[config.mk]
export PLATFORM = sky130hd
export DESIGN_NAME = pe_row_ctrl
export DESIGN_NICKNAME = d
export VERILOG_FILES = /design/src/rtl/pe_row_ctrl.sv
export SDC_FILE = /design/constraint.sdc
export NUM_CORES = 1
export LEC_CHECK = 0
export CORE_MARGIN = 2
export CORE_UTILIZATION = 42
export CTS_CLUSTER_DIAMETER = 100
export DETAILED_ROUTE_END_ITERATION = 6
export MAX_ROUTING_LAYER = met4
export PLACE_DENSITY = 0.78
export RECOVER_POWER = 100
export SLEW_MARGIN = 40
export SYNTH_ARGS = -nofsm -noshare
export SYNTH_HDL_FRONTEND = slang
export SYNTH_SLANG_ARGS = --single-unit
[constraint.sdc]
create_clock -name clk -period 2.6 [get_ports clk]
set_input_delay 0.52 -clock clk [delete_from_list [all_inputs] [get_ports clk]]
set_output_delay 0.52 -clock clk [all_outputs]
set_load 0.05 [all_outputs]
[src/rtl/pe_row_ctrl.sv]
// pe_row_ctrl: sequencer for one 16-PE convolution row.
// Loads the weight bank, streams pixel beats, tags products, signals pass end.
module pe_row_ctrl #(
  parameter int ROW_W  = 16,
  parameter int PE_LAT = 2,
  parameter int CNT_W  = 10
) (
  input  logic               clk,
  input  logic               rst,
  input  logic               start,
  input  logic [1:0]         cfg_mode,
  input  logic [CNT_W-1:0]   cfg_len,
  output logic               busy,
  output logic               done,
  output logic               err,
  output logic               w_rd_req,
  output logic [3:0]         w_rd_addr,
  input  logic               w_rd_valid,
  input  logic [7:0]         w_rd_data,
  output logic [8*ROW_W-1:0] weight,
  output logic [1:0]         mode_out,
  input  logic               pix_valid,
  output logic               pix_ready,
  output logic               pe_en,
  output logic               prod_valid,
  output logic [CNT_W-1:0]   prod_idx
);

  typedef enum logic [2:0] {
    S_IDLE,
    S_LOAD_W,
    S_STREAM,
    S_DRAIN,
    S_DONE
  } state_t;

  localparam logic [3:0] LAST_W = 4'(ROW_W - 1);

  state_t             state_q, state_d;
  logic               busy_q, busy_d;
  logic               done_q, done_d;
  logic               err_q, err_d;
  logic               req_q, req_d;
  logic [3:0]         addr_q, addr_d;
  logic [8*ROW_W-1:0] wbank_q, wbank_d;
  logic [1:0]         mode_q, mode_d;
  logic               rdy_q, rdy_d;
  logic [CNT_W-1:0]   len_q, len_d;
  logic [CNT_W-1:0]   beat_q, beat_d;
  logic [PE_LAT-1:0]  vld_q, vld_d;
  logic [CNT_W-1:0]   idx_q [PE_LAT];
  logic [CNT_W-1:0]   idx_d [PE_LAT];

  assign pe_en = pix_valid & rdy_q;

  // next-state and next-output computation for the pass sequencer
  always_comb begin
    state_d = state_q;
    err_d   = 1'b0;
    req_d   = req_q;
    addr_d  = addr_q;
    wbank_d = wbank_q;
    mode_d  = mode_q;
    rdy_d   = rdy_q;
    len_d   = len_q;
    beat_d  = beat_q;
    vld_d[0] = pe_en;
    idx_d[0] = beat_q;
    for (int i = 1; i < PE_LAT; i++) begin
      vld_d[i] = vld_q[i-1];
      idx_d[i] = idx_q[i-1];
    end
    unique case (state_q)
      S_IDLE: begin
        if (start) begin
          if (cfg_mode == 2'd3) begin
            err_d = 1'b1;
          end else if (cfg_len == '0) begin
            mode_d  = cfg_mode;
            state_d = S_DONE;
          end else begin
            mode_d  = cfg_mode;
            len_d   = cfg_len;
            addr_d  = 4'd0;
            req_d   = 1'b1;
            state_d = S_LOAD_W;
          end
        end
      end
      S_LOAD_W: begin
        if (req_q && w_rd_valid) begin
          wbank_d[8*addr_q +: 8] = w_rd_data;
          if (addr_q == LAST_W) begin
            req_d   = 1'b0;
            rdy_d   = 1'b1;
            beat_d  = '0;
            state_d = S_STREAM;
          end else begin
            addr_d = addr_q + 4'd1;
          end
        end
      end
      S_STREAM: begin
        if (pe_en) begin
          beat_d = beat_q + CNT_W'(1);
          if (beat_q == len_q - CNT_W'(1)) begin
            rdy_d   = 1'b0;
            state_d = S_DRAIN;
          end
        end
      end
      S_DRAIN: begin
        if (vld_d == '0) state_d = S_DONE;
      end
      S_DONE: begin
        state_d = S_IDLE;
      end
      default: begin
        state_d = S_IDLE;
      end
    endcase
    busy_d = (state_d != S_IDLE);
    done_d = (state_q == S_DONE);
  end

  // state and registered outputs, synchronous reset
  always_ff @(posedge clk) begin
    if (rst) begin
      state_q <= S_IDLE;
      busy_q  <= 1'b0;
      done_q  <= 1'b0;
      err_q   <= 1'b0;
      req_q   <= 1'b0;
      addr_q  <= 4'd0;
      wbank_q <= '0;
      mode_q  <= 2'd0;
      rdy_q   <= 1'b0;
      len_q   <= '0;
      beat_q  <= '0;
      vld_q   <= '0;
      for (int i = 0; i < PE_LAT; i++) idx_q[i] <= '0;
    end else begin
      state_q <= state_d;
      busy_q  <= busy_d;
      done_q  <= done_d;
      err_q   <= err_d;
      req_q   <= req_d;
      addr_q  <= addr_d;
      wbank_q <= wbank_d;
      mode_q  <= mode_d;
      rdy_q   <= rdy_d;
      len_q   <= len_d;
      beat_q  <= beat_d;
      vld_q   <= vld_d;
      for (int i = 0; i < PE_LAT; i++) idx_q[i] <= idx_d[i];
    end
  end

  assign busy       = busy_q;
  assign done       = done_q;
  assign err        = err_q;
  assign w_rd_req   = req_q;
  assign w_rd_addr  = addr_q;
  assign weight     = wbank_q;
  assign mode_out   = mode_q;
  assign pix_ready  = rdy_q;
  assign prod_valid = vld_q[PE_LAT-1];
  assign prod_idx   = idx_q[PE_LAT-1];

endmodule

# Yosys cells after proc, flatten, opt, wreduce, memory -nomap -nowiden
# Memory sizes are Yosys's and may differ from the RTL's.
# Index checks and enable logic that the tools add are counted.
[classes]
shifts = 2
add_sub_neg = 4
n_mux = 37
n_eq_ne = 15
n_reduce_logical = 15
bitwise = 7
[ops]
columns = ["op", "n"]
rows = [
  ["$bwmux W128", 1],
  ["$shift A8 B34 Y128 const A", 1],
  ["$shiftx A8 B34 Y128", 1],
  ["$mux W10", 5],
  ["$neg A7 Y34", 1],
  ["$mux W3", 8],
  ["$mux W4", 5],
  ["$pmux W10 S2", 1],
  ["$ne A2 B2 Y1 const B", 8],
  ["$mux W1", 13],
  ["$pmux W3 S4", 1],
  ["$reduce_and A6 Y1", 2],
  ["$add A10 B1 Y10 const B", 1],
  ["$eq A10 B10 Y1", 1],
  ["$logic_not A10 Y1", 1],
  ["$sub A10 B1 Y10 const B", 1],
  ["$pmux W4 S2", 1],
  ["$reduce_and A4 Y1", 2],
  ["$eq A3 B2 Y1 const B", 2],
  ["$reduce_and A5 Y1", 1],
  ["$add A4 B1 Y4 const B", 1],
  ["$eq A4 B4 Y1 const B", 1],
  ["$not A1 Y1", 4],
  ["$pmux W1 S2", 2],
  ["13 further kinds", 15],
]
[totals]
ff_bits = 164
mem_count = 1
mem_bits_rw = 20
input_bits = 25
wordCells = 93
output_inout_bits = 151
[memory_table]
columns = ["memory", "words", "width", "rd", "rd_clocked_by_memory_dff", "wr", "line", "rtl"]
rows = [
  ["idx_q", 2, 10, 2, 0, 2, "51", "logic [CNT_W-1:0] idx_q [PE_LAT];"],
]

# Longest topological paths before layout
[depth]
depth_word = 6
ltp_mapped = 12
ltp_nobuf = 8

# Worst setup path before layout
# Ideal clock, no wire load.
[synth_path]
path_type = "register to register"
start = "register addr_q[2], in the netlist w_rd_addr[2]"
end = "register wbank_q[0], in the netlist weight[0]"
setup_time_ns = 0.132
arrival_ns = 2.473
n_path_buf = 4
required_ns = 2.468
stages_incl_launch_ff = 13
period_less_slack_ns = 2.605
setup_slack_ns = -0.005
cell_sequence = "dfxtp_1 -> buf_2 -> nor3_2 -> ha_1 -> clkbuf_1 -> nor2_1 -> and4_1 -> buf_2 -> nand2_1 -> or2_2 -> clkbuf_1 -> nand2_1 -> a21oi_1"
[synth_via]
elab_chain_cells = 3
elab_cells_between_ends = 4
classes_between = "add/sub: 1; shift: 2; mux: 1"
[synth_rtl]
columns = ["item", "line", "rtl"]
rows = [
  ["start: declaration", "44", "logic [3:0] addr_q, addr_d;"],
  ["start signal: assignment", "148", "addr_q <= addr_d;"],
  ["$neg A7 Y34 *", "92", "wbank_d[8*addr_q +: 8] = w_rd_data;"],
  ["$shiftx A8 B34 Y128 / $shift A8 B34 Y128 (equally long branches)", "92", ""],
  ["$bwmux W128 *", "92", ""],
  ["end signal: assignment", "149", "wbank_q <= wbank_d;"],
  ["end: declaration", "45", "logic [8*ROW_W-1:0] wbank_q, wbank_d;"],
]
# Every way passes the cells marked *; elsewhere a longest branch is shown, timed or not.
# A chain may end at the register's enable or synchronous reset.

# Worst setup path in the final report
[layout_path]
start = "register addr_q[0], in the netlist w_rd_addr[0]"
end = "output port w_rd_addr[0]"
[layout_lines]
columns = ["item", "line", "rtl"]
rows = [
  ["end: declaration", "17", "output logic [3:0] w_rd_addr,"],
]
# No word-level cell between the ends.

==> run_results.csv <==
group,metric,value,unit
run_status,status,"completed",
synth,ys_dominant_reg_cell,"dfxtp_1",
setup_path,crit_family,"buffers and inverters",
clocking,cts_buffer_depth,2,
run,drv_cap,0,
synth,yosys_register_bits,184,
global_route,grt_overflow,0,
place,dp_hpwl,13800,um
synth,synthTopCellsByArea,"dfxtp_1 50%, mux2i_1 15%, nor2_1 7.1%",
drt,postRouteAntennaNets,0,
power_and_ir_drop,finalPower,5.48,mW
hold_path,hold_class,"reg2reg",
die,die_width,137,um
setup_path,slowest_stage,"dlygate4sd3_1",
clocking,ctsHoldBuffers,0,
timing,hold_violations,0,
final_layout,area_delta_synth_final,35.2,%
place,gp_congestion,0.864,
synth,synth_cell_types,49,
clocking,cts_tree,"yes",
timing,setup_tns,0,ps
final_layout,nNetsFinal,1016,
synth,synthArstFlopShare,0,
timing,tightest_slew,973,ps
die,core_area,17200,um^2
timing,fin_crit_sh,0.949,
final_layout,n_antenna_cell,0,
drt,remaining_drc_errors,0,
timing,drv_slew,0,
clocking,cts.sinks,184,
setup_path,cp-start-kind,"register",
clocking,post_cts_resized,0,
place,io_buffers,175,
drt,postRouteWirelength,19200,um
setup_path,reg2reg_from,"w_rd_addr[0]",
synth,syn_avg_cell_area,9.23,um^2
timing,rsz0062_at_grt,"no",
clocking,htreeDepth,4,
synth,synth_area,7390,um^2
setup_path,crit_fanout,17,
synth,synth_edf_count,0,
synth,syn-instance-count,800,
timing,setup_viol,0,
timing,clock_skew,9.55,ps
die,rows,48,
setup_path,arrival,1950,ps
clocking,clkTransAtPathRegs,60,ps
drt,drt_iter0_drc,323,
synth,syn-num-nets,830,
global_route,grt_max_degree,73,
setup_path,slowest_delay,950,ps
global_route,antenna_found_initial,0,
die,die_h,137,um
power_and_ir_drop,powerDensity,548,nW/um^2
global_route,grt_pass1_vias,5747,
die,initial_core_util,0.429,
setup_path,worst-path-buf-inv,2,
drt,wl_per_cell,15.7,um
synth,yosys_warnings,0,
setup_path,worstSetupStartpoint,"w_rd_addr[0]",
setup_path,worstSetupPathType,"reg2out",
clocking,post_cts_buffers,0,
die,dieArea,18700,um^2
timing,fmax,405,MHz
global_route,grt_pass1_wl,30000,um
clocking,tritoncts.num_buffers,17,
clocking,ctsRootBufferMaster,"clkbuf_16",
setup_path,end_kind,"output pin",
drt,vias,6127,
drt,drt-pass1-iter-count,5,
timing,relSlewSlack,0.352,
synth,synth_top_area_frac,0.499,
global_route,gr-usage-all-layers,0.214,
synth,synth.yosys.seq_area_share,0.499,
power_and_ir_drop,p_leak,4.53,nW
timing,min_period,2470,ps
hold_path,min-delay-start,"idx_q[0][5]",
setup_path,path_cells,"buf_4 > dlygate4sd3_1",
clocking,clk_latency,430,ps
drt,vias_per_cell,5.01,
power_and_ir_drop,ir_drop,0.544,mV
setup_path,crit_required,2080,ps
synth,yosys.area.top_type,"dfxtp_1",
final_layout,drive_above_1_share,0.0651,
die,pin_count,176,
==> registers in the layout (all words and copies together) (netlist names), 2 cells and up <==
register	cells
mode_out	2
weight	128
idx_q	20
beat_q	10
len_q	10
w_rd_addr	4
vld_q	2
state_q	3
==> final timing paths <==
path	endpoint	slack, ps	depth (start not counted)
setup / recovery	w_rd_addr[0]	130	2
hold / removal	idx_q[0][15]	440	1
setup reg to reg	weight[36]	200	9
hold reg to reg	idx_q[0][15]	440	1
==> cell type report <==
class	count	area, um^2
fillers	1513	7250
clock inverters	10	71.3
multi-input cells	569	3490
flip-flops and latches	184	3680
well taps	225	282
clock buffers	21	460
inverters	7	26.3
repair buffers	207	1980
==> stage by stage <==
step	instances	cell area (um^2)	setup slack, ps	util	hold WS [ps]
6_report	1223	9990	133	0.579	435
4_1_cts	1223	10100	191	0.584	437
2_1_floorplan	800	7390	8.16	-	414
3_5_place_dp	1192	9540	19.9	0.553	422
3_3_place_gp	1192	9540	84.9	0.553	418
5_1_grt	1223	9990	18.7	0.579	456
==> layout by cell type (no fill, tap or decap), types with 8 or more instances in the layout <==
cell and n:
or3_1 9, nand2_1 76, a21oi_1 44, dlygate4sd3_1 153, nor3_1 12, xnor2_1 8, xor2_1 14, buf_4 18
nor2b_1 36, nor2_1 142, clkbuf_16 17, and3_1 19, and2_1 19, mux2i_1 112, nand3_1 22, clkbuf_1 8
dfxtp_1 183, clkdlybuf4s50_1 20
==> layer usage <==
metal	up-vias	global-route usage	part of all wire
li1	3053	-	-
met4	0	0.0752	0.022
met1	2846	0.266	0.43
met3	31	0.0581	0.068
met5	-	-	0
met2	197	0.334	0.48
==> worst register-to-register path: stages, from the launching register on <==
cell	delay, ps
dfxtp_1	340
inv_1	60
ha_1	270
nand2b_1	180
a211oi_1	430
nor2b_1	260
nor2b_1	150
clkbuf_2	290
mux2i_1	250
nor2_1	60
==> kinds of logic (layout without fill, tap and decap cells) <==
family,count (synthesis),in the layout,synth area share
mux,112,112,0.152
xor+xnor,22,22,0.0261
compound gates,60,60,0.0454
buf+inv,47,245,0.0263
simple gates,370,370,0.243
fa+ha+maj,5,5,0.00847
flops,184,184,0.499
==> where the power goes <==
group | switching (mW) | internal, mW
Sequential | 0.0189 | 2.84
Combinational | 0.180 | 0.105
Clock | 1.07 | 1.27
Total | 1.27 | 4.21
==> synthesized netlist by cell type, drive strengths merged, types with 2 or more instances <==
cell	instances
xor2	14
or2	4
and2	23
nor4	4
inv	7
nor2b	36
or3	9
nor4b	2
clkbuf	30
mux2i	112
ha	5
and4	2
nand3b	2
o21ai	4
nand3	23
a31oi	2
buf	10
and3	19
nand2b	4
xnor2	8
nor3b	3
nor2	144
nand4	5
dfxtp	184
a21oi	44
nor3	13
nand2	76
Power figures use the tool's default switching activity.
